<file path="config.mk">
export PLATFORM = sky130hd
export DESIGN_NAME = core_sequencer
export DESIGN_NICKNAME = d
export VERILOG_FILES = /design/src/rtl/types.sv /design/src/rtl/core_sequencer.sv
export SDC_FILE = /design/constraint.sdc
export NUM_CORES = 1
export LEC_CHECK = 0
export CORE_MARGIN = 2
export CORE_UTILIZATION = 27
export CTS_CLUSTER_SIZE = 25
export DETAILED_ROUTE_END_ITERATION = 16
export MAX_ROUTING_LAYER = met4
export PLACE_DENSITY_LB_ADDON = 0.2
export RECOVER_POWER = 50
export SLEW_MARGIN = 0
export SYNTH_ARGS = -nofsm -noshare
export SYNTH_HDL_FRONTEND = slang
export SYNTH_SLANG_ARGS = --single-unit
export TNS_END_PERCENT = 1
</file>
<file path="constraint.sdc">
create_clock -name i_clk -period 1.6 [get_ports i_clk]
set_input_delay 0.32 -clock i_clk [delete_from_list [all_inputs] [get_ports i_clk]]
set_output_delay 0.32 -clock i_clk [all_outputs]
set_load 0.01 [all_outputs]
</file>
<file path="src/rtl/types.sv">
// rtl/types.sv - shared core types: ALU operations and sequencer state codes
package types;

  typedef enum logic [3:0] {
    ALU_ADD  = 4'd0,
    ALU_SUB  = 4'd1,
    ALU_AND  = 4'd2,
    ALU_OR   = 4'd3,
    ALU_XOR  = 4'd4,
    ALU_SLL  = 4'd5,
    ALU_SRL  = 4'd6,
    ALU_SRA  = 4'd7,
    ALU_SLT  = 4'd8,
    ALU_SLTU = 4'd9
  } alu_op_t;

  // Codes 5 and 6 are deliberately unassigned; the sequencer recovers to FETCH from them.
  typedef enum logic [2:0] {
    S_FETCH  = 3'd0,
    S_DECODE = 3'd1,
    S_EXEC   = 3'd2,
    S_MEM    = 3'd3,
    S_WB     = 3'd4,
    S_HALT   = 3'd7
  } seq_state_t;

endpackage

</file>
<file path="src/rtl/core_sequencer.sv">
// rtl/core_sequencer.sv - multi-cycle fetch/decode/exec/mem/writeback control FSM
// with retired-instruction counter; all strobes are combinational from state and inputs.
module core_sequencer
  import types::*;
#(
  parameter int RETIRE_W = 32
) (
  input  logic                i_clk,
  input  logic                i_rst,
  input  logic                i_imem_ready,
  input  logic                i_dmem_ready,
  input  logic                i_is_load,
  input  logic                i_is_store,
  input  logic                i_wb_we,
  input  logic                i_jump,
  input  logic                i_cond_br,
  input  logic                i_br_taken,
  input  logic                i_env,
  output logic                o_imem_req,
  output logic                o_ir_we,
  output logic                o_dmem_req,
  output logic                o_dmem_we,
  output logic                o_rf_we,
  output logic                o_pc_we,
  output logic                o_pc_sel,
  output logic                o_halted,
  output logic [2:0]          o_state,
  output logic [RETIRE_W-1:0] o_instret
);

  seq_state_t state;
  seq_state_t state_next;

  always_ff @(posedge i_clk) begin
    if (i_rst) begin
      state     <= S_FETCH;
      o_instret <= '0;
    end else begin
      state <= state_next;
      if (state == S_WB)
        o_instret <= o_instret + RETIRE_W'(1);
    end
  end

  always_comb begin
    state_next = state;
    o_imem_req = 1'b0;
    o_ir_we    = 1'b0;
    o_dmem_req = 1'b0;
    o_dmem_we  = 1'b0;
    o_rf_we    = 1'b0;
    o_pc_we    = 1'b0;
    o_pc_sel   = 1'b0;
    o_halted   = (state == S_HALT);
    o_state    = state;

    case (state)
      S_FETCH: begin
        o_imem_req = 1'b1;
        o_ir_we    = i_imem_ready;
        if (i_imem_ready)
          state_next = S_DECODE;
      end
      S_DECODE: state_next = i_env ? S_HALT : S_EXEC;
      S_EXEC:   state_next = (i_is_load || i_is_store) ? S_MEM : S_WB;
      S_MEM: begin
        o_dmem_req = 1'b1;
        o_dmem_we  = i_is_store;
        if (i_dmem_ready)
          state_next = S_WB;
      end
      S_WB: begin
        o_rf_we    = i_wb_we;
        o_pc_we    = 1'b1;
        o_pc_sel   = i_jump | (i_cond_br & i_br_taken);
        state_next = S_FETCH;
      end
      S_HALT:   state_next = S_HALT;
      default:  state_next = S_FETCH;
    endcase

    // Reset masks every strobe so abandoned memory requests drop in the reset cycle itself.
    if (i_rst) begin
      o_imem_req = 1'b0;
      o_ir_we    = 1'b0;
      o_dmem_req = 1'b0;
      o_dmem_we  = 1'b0;
      o_rf_we    = 1'b0;
      o_pc_we    = 1'b0;
      o_pc_sel   = 1'b0;
    end
  end

endmodule

</file>
==> metrics.md <==
| Metric | Value |
|---|---|
| Status | `complete, but fails checks` |
| Failing checks | `setup timing` |
| Number of I/O port buffers | `53` |
| Worst Hold Class | `reg -> reg` |
| DRC errors left | `0` |
| Final worst slack | `-0.169 ns` |
| Post-Route Hold Slack | `0.506 ns` |
| Part of the Yosys area used for sequential elements | `0.382` |
| Syn Inst Count | `222` |
| Synth Register Bits | `35` |
| Core Area | `6680 µm²` |
| Pin slew with the least headroom to its limit | `0.381 ns` |
| Crit Path Max Fanout | `6` |
| Yosys warnings | `0` |
| Fin nets | `336` |
| Crit-path slowest cell | `dfxtp_2` |
| Asr flop ratio synth | `0` |
| Most common cell after layout, fill and taps aside | `buf_4` |
| PnR Total Power | `2.13 mW` |
| Final Hold Fails | `0` |
| PD cells | `707 nW/µm²` |
| Total gr overflow | `0` |
| Final setup violation count | `26` |
| Layout Skew | `0.00738 ns` |
| Maximum clock rate | `565 MHz` |
| Initial antenna violation count | `0` |
| Gpl congestion | `0.813` |
| Library cells used by synthesis | `36` |
| Die H | `86.4 µm` |
| Synth area leaders | `dfxtp_1, a21oi_1, or4_1, o31ai_1, nor2_1` |
| Max incr delay on CP | `0.34 ns` |
| Most frequent cells in the layout | `buf_4, dfxtp_1, a21oi_1, clkdlybuf4s25_1` |
| Pins over their slew limit | `0` |
| Pre-CTS setup slack | `-0.534 ns` |
| Post-synth top area share | `0.382` |
| Post-Layout Inst Area | `3020 µm²` |
| Synthesized area per cell | `8.26 µm²` |
| Clk_lat worst skew | `0.29 ns` |
| Final antenna diode count | `0` |
| Worst path cell trace | `buf_6 > and4bb_2 > clkbuf_1 > nand3_2 > or3_1 > a21oi_1` |
| Die area | `7470 µm²` |
| Lkg Pwr | `1.16 nW` |
| WL/cell | `12.6 µm` |
| CP arrival | `1.99 ns` |
| Total GRT Usage | `0.148` |
| CP required | `1.82 ns` |
| CTS tree | `built` |
| Max capacitance violation total | `0` |
| Area after DPL | `2830 µm²` |
| Synth Cell Area | `1830 µm²` |
| Die X | `86.4 µm` |
| CP Launch Type | `register` |
| RSZ-0062 raised after global routing | `true` |
| DR pass1 iterations | `4` |
| First-pass GRT wire length | `8700 µm` |
| Maximum vdd drop | `0.000488 V` |
| Post-synth EDFFs | `0` |
| Vias in the first global route | `1924` |
| Syn-to-layout area delta | `64.5%` |
| Post-DRT Antenna Nets | `0` |
| Clock sink count | `35` |
| H-Tree Depth | `2` |
| Tmin final | `1.77 ns` |
| Setup CP Type | `reg -> reg` |
| Mapped Nets | `234` |
| Final period utilization | `1.11` |
| CTS Buf Count | `5` |
| Final wirelength | `5110 µm` |
| DP HPWL | `3740 µm` |
| Slew headroom | `0.742` |
| Vias per std cell | `4.87` |
| Ys flop type | `dfxtp_1` |
| Via count | `1971` |
| Clock transition at path regs | `0.07 ns` |
| Yosys top cell by area | `dfxtp_1` |
| Clock Tree Root | `clkbuf_8` |
| Layout cells sized above 1 | `0.332` |
| Largest net degree at the start of global routing | `29` |
| Initial Util | `0.275` |
| Critical Path Sink Type | `register` |
| Clock tree buffer depth | `2` |
| Ports | `54` |
| Num rows | `30` |
| Initial drt markers | `74` |
[path summary, 6_finish.rpt]
path,from,end,slack (ns),cells past startpoint
hold reg to reg,o_instret[30]$_SDFFE_PP0N_,o_instret[30]$_SDFFE_PP0N_,0.51,2
hold / removal,o_instret[30]$_SDFFE_PP0N_,o_instret[30]$_SDFFE_PP0N_,0.51,2
setup reg to reg,o_state[0]$_SDFFE_PP0P_,o_instret[14]$_SDFFE_PP0N_,-0.17,6
setup / recovery,o_state[0]$_SDFFE_PP0P_,o_instret[14]$_SDFFE_PP0N_,-0.17,6
[worst max-delay path, delay by kind of cell (launching register included)]
family / cells / cell delay (ns)
AND/OR/NAND/NOR: 3 / 0.80
AO/OA/AOI/OAI: 1 / 0.13
flip-flops: 1 / 0.34
buffers and inverters: 2 / 0.43
[sequential cells by signal (all words and copies together), names as in the netlist]
register   cells
o_instret     32
o_state        3
[power breakdown]
group | total [mW] | leakage (nW) | internal, mW | switching, mW
sequential | 0.925 | 0.287 | 0.900 | 0.0254
combinational | 0.497 | 0.826 | 0.276 | 0.220
clock | 0.712 | 0.0515 | 0.393 | 0.319
total | 2.13 | 1.16 | 1.57 | 0.565
[routing by layer]
layer | GRT usage | up-vias | share of wire
met2 | 0.230 | 46 | 0.46
met4 | 0.0384 | 0 | 0.011
met5 | - | - | 0
met3 | 0.0390 | 5 | 0.047
met1 | 0.191 | 906 | 0.49
li1 | - | 1014 | -
[cells in the mapped netlist (6+ instances only)]
cell type,count
or4_1,10
dfxtp_1,35
o31ai_1,9
nand2_1,14
inv_1,8
o21ai_0,10
nand3_1,12
or3_1,9
nand4_1,6
and2_1,6
nor2_1,17
a21oi_1,24
[cell type report]
| type | instances | area, µm² |
|---|---|---|
| Multi-Input combinational cell | 165 | 1140 |
| Tap cell | 80 | 100 |
| Fill cell | 683 | 3660 |
| Sequential cell | 35 | 713 |
| Timing Repair Buffer | 109 | 935 |
| Inverter | 8 | 30.0 |
| Clock buffer | 8 | 100 |
[per-stage QoR]
| stage | instances | utilization | setup TNS [ns] |
|---|---|---|---|
| CTS | 404 | 0.449 | -2.28 |
| floorplan | 222 | - | -1.28 |
| global placement | 396 | 0.424 | -5.51 |
| global route | 405 | 0.452 | -5.04 |
| detailed placement | 396 | 0.424 | -5.58 |
| finish | 405 | 0.452 | -2.06 |
[cell families (layout without fill, tap and decap cells)]
| family | count (synthesis) | in the layout | synth area share |
|---|---|---|---|
| xor gates and xnor gates | 9 | 9 | 0.0430 |
| muxes | 5 | 5 | 0.0307 |
| and+or+nand+nor | 101 | 101 | 0.328 |
| AOI/OAI and AO/OA | 49 | 49 | 0.157 |
| buffers and inverters | 22 | 125 | 0.0525 |
| DFF | 35 | 35 | 0.382 |
| adders and majority gates | 1 | 1 | 0.00682 |
[timing repair]
item,in CTS,in global routing
pin swaps,13,6
hold buffers,0,0
buffers inserted,0,1
setup endpoints to repair,38,51
resized for setup,57,33
Note: power is estimated with default switching activity, not from simulation.
